## src/rtl/rgb_led_pwm.sv

```systemverilog
// rgb_led_pwm: register-mapped PWM controller for 4 RGB LEDs (NumCh channels).
//
// Ports
//   clk_sys_i     system clock, all logic on its rising edge
//   rst_sys_i     asynchronous active-high reset
//   dev_req_i     bus request (already address-decoded for this block)
//   dev_we_i      write enable
//   dev_be_i      byte enables (only [1:0] are used)
//   dev_addr_i    byte address; word index = dev_addr_i[5:2]
//   dev_wdata_i   write data
//   dev_rvalid_o  response valid, one cycle after every request
//   dev_rdata_o   read data with dev_rvalid_o (zero after writes)
//   pwm_o         registered active-high PWM outputs
//
// Bus handshake: there is no ready; every cycle with dev_req_i high is one
// accepted transfer, answered by dev_rvalid_o exactly one cycle later.
//
// Register map (word index): 0..NumCh-1 DUTY[i][7:0], 12 CTRL {presc[15:8],
// en[0]}, 13 STATUS cnt[7:0] (read-only), everything else reads 0.
//
// Optional feature: define RGB_LED_PWM_PHASE_EN to offset the PWM phase of
// channel i by 20*i counts (mod 255) so the LED current edges are spread out.

module rgb_led_pwm #(
  parameter int          NumCh        = 12,
  parameter logic [7:0]  PrescDefault = 8'd99
) (
  input  logic             clk_sys_i,
  input  logic             rst_sys_i,
  input  logic             dev_req_i,
  input  logic             dev_we_i,
  input  logic [3:0]       dev_be_i,
  input  logic [31:0]      dev_addr_i,
  input  logic [31:0]      dev_wdata_i,
  output logic             dev_rvalid_o,
  output logic [31:0]      dev_rdata_o,
  output logic [NumCh-1:0] pwm_o
);

  localparam logic [3:0] WordCtrl   = 4'd12;
  localparam logic [3:0] WordStatus = 4'd13;

  logic [7:0]       r_duty_pend [NumCh];
  logic [7:0]       r_duty_act  [NumCh];
  logic             r_en;
  logic [7:0]       r_presc;
  logic [7:0]       r_psc;
  logic [7:0]       r_cnt;
  logic [NumCh-1:0] r_pwm;
  logic             r_rvalid;
  logic [31:0]      r_rdata;

  logic [3:0]  w_word;
  logic        w_wr;
  logic        w_ctrl_wr;
  logic        w_tick;
  logic        w_wrap;
  logic [31:0] w_rdata;
  logic [7:0]  w_phase [NumCh];
  logic        w_unused;

  assign w_word    = dev_addr_i[5:2];
  assign w_wr      = dev_req_i && dev_we_i;
  assign w_ctrl_wr = w_wr && (w_word == WordCtrl);
  assign w_tick    = r_en && (r_psc == r_presc);
  // Last tick of a 255-tick period: the only point active duties may change.
  assign w_wrap    = w_tick && (r_cnt == 8'd254);

  assign w_unused = ^{dev_addr_i[31:6], dev_addr_i[1:0],
                      dev_wdata_i[31:16], dev_be_i[3:2]};

  // Prescaler, period counter and CTRL register.
  always_ff @(posedge clk_sys_i or posedge rst_sys_i) begin
    if (rst_sys_i) begin
      r_en    <= 1'b0;
      r_presc <= PrescDefault;
      r_psc   <= 8'd0;
      r_cnt   <= 8'd0;
    end else begin
      if (w_ctrl_wr) begin
        if (dev_be_i[0]) r_en    <= dev_wdata_i[0];
        if (dev_be_i[1]) r_presc <= dev_wdata_i[15:8];
      end
      // A CTRL write restarts the period so a new presc takes effect cleanly.
      if (!r_en || w_ctrl_wr) begin
        r_psc <= 8'd0;
        r_cnt <= 8'd0;
      end else if (w_tick) begin
        r_psc <= 8'd0;
        r_cnt <= (r_cnt == 8'd254) ? 8'd0 : r_cnt + 8'd1;
      end else begin
        r_psc <= r_psc + 8'd1;
      end
    end
  end

  // Duty registers: writes land in pending; active follows pending only at
  // the period wrap (or continuously while disabled). A write coinciding with
  // the wrap goes straight into active as well.
  always_ff @(posedge clk_sys_i or posedge rst_sys_i) begin
    if (rst_sys_i) begin
      for (int i = 0; i < NumCh; i++) begin
        r_duty_pend[i] <= 8'd0;
        r_duty_act[i]  <= 8'd0;
      end
    end else begin
      for (int i = 0; i < NumCh; i++) begin
        if (w_wr && dev_be_i[0] && (w_word == 4'(i))) begin
          r_duty_pend[i] <= dev_wdata_i[7:0];
          if (w_wrap || !r_en) r_duty_act[i] <= dev_wdata_i[7:0];
        end else if (w_wrap || !r_en) begin
          r_duty_act[i] <= r_duty_pend[i];
        end
      end
    end
  end

  // Per-channel phase of the shared period counter.
  for (genvar gi = 0; gi < NumCh; gi++) begin : g_phase
`ifdef RGB_LED_PWM_PHASE_EN
    localparam int Off = (20 * gi) % 255;
    logic [8:0] w_sum;
    assign w_sum         = {1'b0, r_cnt} + 9'(Off);
    assign w_phase[gi]   = (w_sum >= 9'd255) ? 8'(w_sum - 9'd255) : w_sum[7:0];
`else
    assign w_phase[gi]   = r_cnt;
`endif
  end

  always_ff @(posedge clk_sys_i or posedge rst_sys_i) begin
    if (rst_sys_i) begin
      r_pwm <= '0;
    end else begin
      for (int i = 0; i < NumCh; i++) begin
        r_pwm[i] <= r_en && (w_phase[i] < r_duty_act[i]);
      end
    end
  end

  // Read mux.
  always_comb begin
    w_rdata = 32'd0;
    for (int i = 0; i < NumCh; i++) begin
      if (w_word == 4'(i)) w_rdata = {24'd0, r_duty_pend[i]};
    end
    if (w_word == WordCtrl)   w_rdata = {16'd0, r_presc, 7'd0, r_en};
    if (w_word == WordStatus) w_rdata = {24'd0, r_cnt};
  end

  always_ff @(posedge clk_sys_i or posedge rst_sys_i) begin
    if (rst_sys_i) begin
      r_rvalid <= 1'b0;
      r_rdata  <= 32'd0;
    end else begin
      r_rvalid <= dev_req_i;
      r_rdata  <= (dev_req_i && !dev_we_i) ? w_rdata : 32'd0;
    end
  end

  assign dev_rvalid_o = r_rvalid;
  assign dev_rdata_o  = r_rdata;
  assign pwm_o        = r_pwm;

endmodule

```

## config.mk

```make
export PLATFORM = sky130hd
export DESIGN_NAME = rgb_led_pwm
export DESIGN_NICKNAME = d
export VERILOG_FILES = /design/src/rtl/rgb_led_pwm.sv
export SDC_FILE = /design/constraint.sdc
export NUM_CORES = 1
export LEC_CHECK = 0
export BUFFER_PORTS_ARGS = -buffer_cell sky130_fd_sc_hd__buf_2
export CORE_MARGIN = 10
export CORE_UTILIZATION = 54
export DETAILED_ROUTE_END_ITERATION = 10
export GPL_TIMING_DRIVEN = 0
export PLACE_DENSITY = 0.8
export SKIP_LAST_GASP = 1
export SLEW_MARGIN = 20
export SYNTH_ARGS = -nofsm -noshare
export SYNTH_HDL_FRONTEND = slang
export SYNTH_SLANG_ARGS = --single-unit
```

## constraint.sdc

```tcl
create_clock -name clk_sys_i -period 9.4 [get_ports clk_sys_i]
set_clock_uncertainty 0.05 [all_clocks]
set_input_delay 2.82 -clock clk_sys_i [delete_from_list [all_inputs] [get_ports clk_sys_i]]
set_output_delay 2.82 -clock clk_sys_i [all_outputs]
set_load 0.02 [all_outputs]
```

==> results.md, run 1 <==
* Mean Syn Cell Area at 12.1 um2
* CP max FO at 10
* Total I/O pin count at 117
* Ys async rst share at 100%
* Fin. max-slew vios at 0
* Fin crit period at 4.76 ns
* DR WL/cell at 21.7 um
* TritonCTS clock tree: done
* Most common cell after layout, fill and taps aside: dfrtp_1
* Core Box Area at 22800 um2
* Ys Warns at 0
* Critical path class: in2reg
* VDD IR-drop max at 0.125 mV
* Bufs on Longest Clock Path at 3
* Vias at 8488
* Final count of hold timing violations at 0
* RSZ-0062 raised after global routing: false
* Flop pwr share at 44.8%
* Internal power at 0.00210 W
* Crit-path cells: buf_2 > buf_2 > buf_2 > clkbuf_1 > o21ai_0 > nand3_1 > nor2_1 > o31ai_1
* Global-route wire length before repair at 50.5 mm
* CTS resizes at 0
* Die area at 29900 um2
* PD cells at 200 nW/um2
* Post-synth EDFFs at 0
* Synth Cell Area at 12600 um2
* H-Tree Depth at 1
* Dpl cells at 1432
* Required @ worst endpoint at 9.72 ns
* Hpwl dp at 22.5 mm
* Worst Hold Class: reg2reg
* Area growth, synth to finish at 14.4%
* Core Util, Final at 63.3%
* Cell family with most CP delay: buffers and inverters
* Vias per std cell at 5.73
* Comb pwr share at 17.9%
* Largest net degree at the start of global routing at 35
* Gate Count Post-Synth at 1043
* Die X at 173 um
* Period utilisation layout at 50.6%
* # fillers at 1713
* Share of cells above drive strength 1 at 27.9%
* Port-buffer cells at 53
* ANT nets after route at 0
* Slowest CP cell: o31ai_1
* CTS Sinks at 246
* Worst path max stage delay at 0.46 ns
* Commonest non-fill, non-tap cells in the layout: dfrtp_1 (242), mux2_2 (166), inv_1 (109)
* TritonCTS Buffers at 26
* Endpoints failing setup at 0
* P_leak at 6.89 nW
* Post-synth top area share at 48.0%
* Final net count at 1306
* Tot GR Track Use at 21.2%
* Num rows at 55
* Gp weighted congestion at 0.926
* Buf+Inv Stages, Crit Path at 4
* Main flop type after synthesis: dfrtp_1
* Clk_lat worst skew at 0.54 ns
* Fin cells at 1481
* Crit. End Element: register
* Nature of the critical path startpoint: primary input
* Routed WL at 32.2 mm
* Clk pwr share at 37.4%
* Tightest Pin Transition at 1.19 ns
* Yosys reg bits at 246
* Antenna violations before repair at 1
* Synth area leader: dfrtp_1
* Die H at 173 um
* Drt initial violations at 681
* CTS Root Cell: clkbuf_16
* Clock transition at path regs at 0.06 ns
* Max-cap violation count at 0
* Fmax at 0.210 GHz
* DRC errors left at 0
* Initial core utilization at 55.4%
* Post-CTS setup buffers at 0
* Distinct cells, synth at 54
* NetSw at 0.000788 W
* TNS Setup at 0 ns
* Main area contributors after synthesis: dfrtp_1 (48%), mux2_2 (15%), ha_1 (8.6%)
* Hold-fix buffers, CTS at 0
* Slew margin rel. at 20.9%
* Outcome: finished clean
* Remaining Overflow, GRT at 0
* Register area share after synthesis at 48.8%
* Worst EP arrival at 5.08 ns
* Switch share at 27.3%
* Vias in the first global route at 8749
* Most used cell along the critical path: buf_2
* Drt first pass iters at 5
[cell usage after synthesis, drive strengths merged (3+ instances only)]
cell     instances
o31ai            7
nand2b           6
o21a             4
xnor2           12
nand2           36
mux4            13
and2             9
nand3           27
dfrtp          242
a21boi          26
a31oi            9
nor2            35
a211oi          10
a21o             9
a22o             3
dfstp            4
buf             37
nor2b           19
inv            110
mux2           206
o22ai            8
a2bb2oi          3
mux2i           10
and3             4
o21ai           33
nor3             6
ha              87
clkbuf          17
o311ai           7
xor2             5
a21oi           16
[metrics by stage]
step           hold WS, ns  instance area, um2  power (W)  setup slack [ns]
2_1_floorplan        0.402               12700    0.00165              3.30
3_3_place_gp         0.414               13300    0.00179              1.94
6_report             0.435               14400    0.00289              4.64
5_1_grt              0.457               14400    0.00301              4.50
4_1_cts              0.434               14400    0.00290              4.70
3_5_place_dp         0.419               13500    0.00182              4.17
[path summary, 6_finish.rpt]
| kind | start | to | slack, ns | cells past startpoint |
|---|---|---|---|---|
| worst max-delay path | dev_addr_i[2] | dev_rdata_o[0] | 4.64 | 8 |
| worst min-delay path | r_duty_act[33] | r_duty_act[33] | 0.43 | 1 |
| worst max register to register | r_cnt[0] | r_duty_act[43] | 5.88 | 10 |
| worst min register to register | r_duty_act[33] | r_duty_act[33] | 0.43 | 1 |
| max in group asynchronous | rst_sys_i | r_duty_pend[88] | 6.16 | 5 |
| min in group asynchronous | rst_sys_i | r_duty_pend[30] | 2.26 | 2 |
[cell type report]
type,count,area (um2),area share [%]
clock inverters,6,97.6,0.677
flip-flops and latches,246,6160,42.7
inverters,110,417,2.89
plain buffers,54,329,2.28
repair buffers,61,440,3.05
clock buffers,42,821,5.69
well taps,313,392,2.71
diodes,1,2.50,0.0173
multi-input cells,648,5770,40.0
[cell families after synthesis]
logic type               share of synthesized area (%)
flip-flops                                        48.8
multiplexers                                      21.5
buffers and inverters                             5.88
AND/OR/NAND/NOR                                   5.96
AO/OA/AOI/OAI                                     7.96
adder cells (fa/ha/maj)                           8.63
XOR/XNOR                                          1.18
other                                           0.0297
[sequential cells by signal (all words and copies together), names as in the netlist]
register / flops
r_duty_act: 96
r_duty_pend: 96
dev_rdata_o: 16
pwm_o: 12
r_cnt: 8
r_presc: 8
r_psc: 8
dev_rvalid_o: 1
r_en: 1
[worst reg2reg max path, delay by kind of cell (launching register included)]
family	cells	cell delay, ns
and+or+nand+nor	2	0.46
adders and majority gates	1	0.28
AOI/OAI and AO/OA	1	0.32
DFF	1	0.47
muxes	1	0.34
buffers and inverters	5	1.48
[per-layer routing]
layer	vias up	track usage (%)	share of wire, %
met5	-	0	0.040
met4	2	6.90	3.2
met2	246	35.8	49
met3	69	3.20	5.2
met1	4322	27.5	42
li1	3849	-	-
[power by group through the flow]
stage / clock [W] / combinational [W] / sequential, W
CTS: 0.00109 / 0.000519 / 0.00129
global route: 0.00113 / 0.000572 / 0.00131
global placement: 0 / 0.000485 / 0.00130
detailed placement: 0 / 0.000512 / 0.00131
floorplan: 0 / 0.000355 / 0.00130
finish: 0.00108 / 0.000516 / 0.00129
Power figures use the tool's default switching activity.
==> run 2: changes to the inputs <==
- ABC_AREA: default -> 1
- CORE_UTILIZATION: 54 -> 55
- PLACE_DENSITY: 0.8 -> 0.79
- clock period: 9.4 -> 4.6 ns (I/O delays scaled with it)
==> results.md, run 2 <==
* Outcome: finished clean
* ANT nets after route at 0
* PD cells at 440 nW/um2
* NetSw at 0.00184 W
* Synth area leader: dfrtp_1
* Nature of the critical path startpoint: register
* Ys Warns at 0
* Initial core utilization at 55.7%
* Hold path depth at 2
* Slew margin rel. at 25.6%
* Clock transition at path regs at 0.06 ns
* R2r worst-path depth at 9
* Final count of hold timing violations at 0
* CP max FO at 16
* Main area contributors after synthesis: dfrtp_1 (50%), nand2_1 (10%), ha_1 (9.0%)
* RSZ-0062 raised after global routing: false
* Post-synth top area share at 50.1%
* Routed WL at 32.7 mm
* Share of cells above drive strength 1 at 13.7%
* Internal power at 0.00426 W
* TNS Setup at 0 ns
* Die X at 168 um
* Fin. max-slew vios at 0
* Synth Cell Area at 12100 um2
* Total I/O pin count at 117
* DR WL/cell at 18.3 um
* Gp weighted congestion at 0.927
* Gate Count Post-Synth at 1383
* Global-route wire length before repair at 52.9 mm
* DRC errors left at 0
* Crit. End Element: register
* Core Box Area at 21700 um2
* Worst Hold Class: reg2reg
* Worst EP arrival at 3.47 ns
* Tightest Pin Transition at 1.12 ns
* H-Tree Depth at 1
* Worst r2r src: r_cnt[3]
* Largest net degree at the start of global routing at 36
* Flop pwr share at 43.3%
* Switch share at 30.1%
* Yosys reg bits at 246
* Area growth, synth to finish at 14.7%
* TritonCTS clock tree: done
* TritonCTS Buffers at 26
* Critical path class: reg2reg
* P_leak at 6.71 nW
* CTS resizes at 0
* Mean Syn Cell Area at 8.74 um2
* Commonest cells post-synth: nand2_1 (323), dfrtp_1 (242), o21ai_0 (210)
* Die H at 168 um
* Antenna violations before repair at 1
* Clk_lat worst skew at 0.53 ns
* Hold-fix buffers, CTS at 0
* Remaining Overflow, GRT at 0
* Hold slack at 0.455 ns
* Bufs on Longest Clock Path at 3
* VDD IR-drop max at 0.330 mV
* Final net count at 1647
* Vias at 9933
* Hpwl dp at 22.7 mm
* Overall power at 0.00610 W
* Commonest non-fill, non-tap cells in the layout: nand2_1 (323), dfrtp_1 (242), o21ai_0 (210)
* Drt first pass iters at 6
* Clk pwr share at 37.1%
* HP Start: r_presc[0]
* Crit path launch: r_cnt[3]
* Ys async rst share at 100%
* Die area at 28300 um2
* CTS Root Cell: clkbuf_16
* Vias per std cell at 5.55
* Vias in the first global route at 10.1k
* Tot GR Track Use at 22.9%
* Required @ worst endpoint at 4.94 ns
* Fmax at 0.320 GHz
* Post-CTS setup buffers at 0
* Register area share after synthesis at 51.0%
* CTS Sinks at 246
* Most common cell after layout, fill and taps aside: nand2_1
* Period utilisation layout at 67.9%
* Comb pwr share at 19.6%
* Num rows at 54
* Most numerous cell in the Yosys netlist: nand2_1
* Post-synth EDFFs at 0
* Distinct cells, synth at 35
* Max-cap violation count at 0
* Main flop type after synthesis: dfrtp_1
* Drt initial violations at 932
* Endpoints failing setup at 0
* Port-buffer cells at 54
* Fin crit period at 3.13 ns
run 2: cell types whose count changed in the layout (fill, tap and decap cells not counted), moves of 13 or more:
cell / change
a21boi_0: -22
a21oi_1: +56
buf_2: +24
inv_1: +53
mux2_1: -40
mux2_2: -165
mux4_2: -13
nand2_1: +287
nand4_1: +19
nor2_1: +25
nor2b_1: -19
o21ai_0: +178
or2_2: +18
run 2: cell families (layout without fill, tap and decap cells):
family,after synthesis,after routing,share of synthesized area [%]
AOI/OAI and AO/OA,325,325,14.0
xor gates and xnor gates,7,7,0.507
adders and majority gates,87,87,9.01
buffers and inverters,231,341,8.09
DFF,246,246,51.0
muxes,1,1,0.0932
other,1,17,0.0310
and+or+nand+nor,485,485,17.3
run 2: power by group through the flow:
stage / clock network, W / logic, W / registers (W)
6_report: 0.00226 / 0.00120 / 0.00264
4_1_cts: 0.00228 / 0.00119 / 0.00264
3_5_place_dp: 0 / 0.00117 / 0.00267
3_3_place_gp: 0 / 0.00111 / 0.00266
5_1_grt: 0.00237 / 0.00136 / 0.00267
2_1_floorplan: 0 / 0.000773 / 0.00268
run 2: layout make-up:
type	instances	area, um2
Clock inverter	18	231
Sequential cell	246	6160
Timing Repair Buffer	62	430
Fill cell	1738	7840
Antenna cell	1	2.50
Buffer	63	347
Clock buffer	30	697
Inverter	168	634
Tap cell	280	350
Multi-Input combinational cell	921	5000
run 2: critical path: stages, from the launching register on:
cell     delay [ns]
dfrtp_1        1.08
nand2_1        0.20
nor2_1         0.19
nand2_1        0.11
inv_1          0.15
nand4_1        0.16
o21ai_2        0.26
buf_2          0.32
buf_2          0.33
o21ai_0        0.14
run 2: path summary, 6_finish.rpt:
path                                   end  slack, ns
max                         r_duty_act[64]       1.47
min                             r_presc[0]       0.45
max reg2reg                 r_duty_act[64]       1.47
min reg2reg                     r_presc[0]       0.45
max in group asynchronous  r_duty_pend[63]       2.87
min in group asynchronous   r_duty_act[24]       0.72
run 2: per-stage QoR:
step                      utilization, %  instances  instance area, um2  setup slack [ns]
after CTS                           63.9       1788               13900              1.59
after floorplan                        -       1398               12100           -0.0585
after detailed placement            59.6       1740               12900              1.18
after global routing                63.9       1789               13900              1.31
after global placement              58.8       1732               12800             -1.50
final                               63.9       1789               13900              1.47
run 2: routing by layer:
layer | track usage [%] | wire (um)
met3 | 5.22 | 2650
met1 | 29.3 | 13700
met2 | 36.5 | 15000
met5 | 0 | 0
met4 | 10.2 | 1370
==> run 3: changes to the inputs <==
- clock period: 4.6 -> 3.1 ns (I/O delays scaled with it)
==> results.md, run 3 (synthesis results as in run 2) <==
* Worst path max stage delay at 0.62 ns
* PD cells at 653 nW/um2
* Multi-input gate area at 5000 um2
* Tightest Pin Transition at 1.11 ns
* Most common cell after layout, fill and taps aside: nand2_1
* Max-cap violation count at 0
* Post-CTS setup buffers at 0
* Worst Hold Class: in2async
* Vias at 9949
* CTS Root Cell: clkbuf_16
* Die area at 28300 um2
* P_leak at 6.71 nW
* TritonCTS Buffers at 26
* Endpoints failing setup at 0
* Hold slack at 0.269 ns
* Core Box Area at 21700 um2
* Die X at 168 um
* Global-route wire length before repair at 52.9 mm
* H-Tree Depth at 1
* Period utilisation layout at 92.3%
* VDD IR-drop max at 0.490 mV
* Clk_lat worst skew at 0.53 ns
* Final count of hold timing violations at 0
* Routed WL at 32.7 mm
* Gp weighted congestion at 0.927
* Tot GR Track Use at 22.9%
* Port-buffer cells at 54
* RSZ-0062 raised after global routing: false
* Slowest CP cell: clkbuf_1
* Vias in the first global route at 10.1k
* Drt initial violations at 925
* Overall power at 0.00905 W
* Slew margin rel. at 26.2%
* Post-Place Setup Slack at 0.107 ns
* Critical path class: reg2reg
* Commonest non-fill, non-tap cells in the layout: nand2_1 (323), dfrtp_1 (239), o21ai_0 (210)
* Remaining Overflow, GRT at 0
* Clock transition at path regs at 0.06 ns
* Most used cell along the critical path: buf_2
* Num rows at 54
* Final net count at 1647
* Die H at 168 um
* Outcome: finished clean
* Share of cells above drive strength 1 at 13.9%
* Bufs on Longest Clock Path at 3
* Final worst slack at 0.240 ns
* TritonCTS clock tree: done
* Initial core utilization at 55.7%
* CTS Sinks at 246
* Drt first pass iters at 6
* Area growth, synth to finish at 14.7%
* Cell family with most CP delay: buffers and inverters
* Required @ worst endpoint at 3.48 ns
* DR WL/cell at 18.3 um
* Nature of the critical path startpoint: register
* Buf+Inv Stages, Crit Path at 4
* CP max FO at 10
* Worst EP arrival at 3.24 ns
* DRC errors left at 0
* Largest net degree at the start of global routing at 36
* Fin. max-slew vios at 0
* Vias per std cell at 5.56
* # fillers at 1739
* Antenna violations before repair at 1
* TNS Setup at 0 ns
* Fmax at 0.350 GHz
* ANT nets after route at 0
* Hpwl dp at 22.7 mm
* Total I/O pin count at 117
* Fin crit period at 2.86 ns
* Crit. End Element: register
* FF/Latch Area at 6160 um2
* Crit-path cells: clkbuf_1 > inv_1 > ha_1 > nand4_1 > o21ai_2 > buf_2 > buf_2 > o21ai_0
-- run 3: cell counts in the layout (fill, tap and decap cells not counted) --
No cell type changed its count.
-- run 3: power breakdown --
part	leakage [nW]	internal, W	switching [W]
Combinational	3.01	0.000589	0.00119
Clock	0.445	0.00203	0.00132
Sequential	3.26	0.00370	0.000216
Total	6.71	0.00633	0.00273
-- run 3: metrics by stage --
step	util (%)	cell area [um2]	std cells
finish	63.9	13900	1789
global route	63.9	13900	1789
CTS	63.9	13900	1788
detailed placement	59.6	12900	1740
global placement	58.8	12800	1732
floorplan	-	12100	1398
-- run 3: worst paths after layout --
check	start	end	slack, ns	cells after the start
worst max-delay path	r_cnt[0]	r_duty_act[1]	0.24	8
worst min-delay path	rst_sys_i	r_duty_act[24]	0.27	2
worst max register to register	r_cnt[0]	r_duty_act[1]	0.24	8
worst min register to register	r_presc[0]	r_presc[0]	0.45	2
max in group asynchronous	rst_sys_i	r_duty_pend[63]	1.83	5
min in group clk_sys_i	r_presc[0]	r_presc[0]	0.45	2
-- run 3: repair_timing --
item,4_1_cts,5_1_grt
setup endpoints to repair,0,94
hold buffers,0,0
resized for setup,0,3
hold endpoints to repair,0,0
-- run 3: layout make-up --
cell class	instances	share of cell area [%]
flip-flops and latches	246	44.5
well taps	280	2.53
multi-input cells	921	36.1
inverters	168	4.58
diodes	1	0.0181
clock inverters	18	1.67
plain buffers	63	2.50
clock buffers	30	5.03
repair buffers	62	3.11
-- run 3: layer usage --
layer | GRT usage, % | up-vias | wire [um]
met2 | 36.5 | 450 | 15000
met3 | 5.22 | 108 | 2700
met4 | 10.2 | 0 | 1410
li1 | - | 4708 | -
met1 | 29.3 | 4683 | 13600
met5 | 0 | - | 0
-- run 3: worst register-to-register path, cell delays in order, from the launching register on --
cell	delay, ns
dfrtp_1	0.39
clkbuf_1	0.62
inv_1	0.42
ha_1	0.33
nand4_1	0.16
o21ai_2	0.11
buf_2	0.25
buf_2	0.22
o21ai_0	0.23
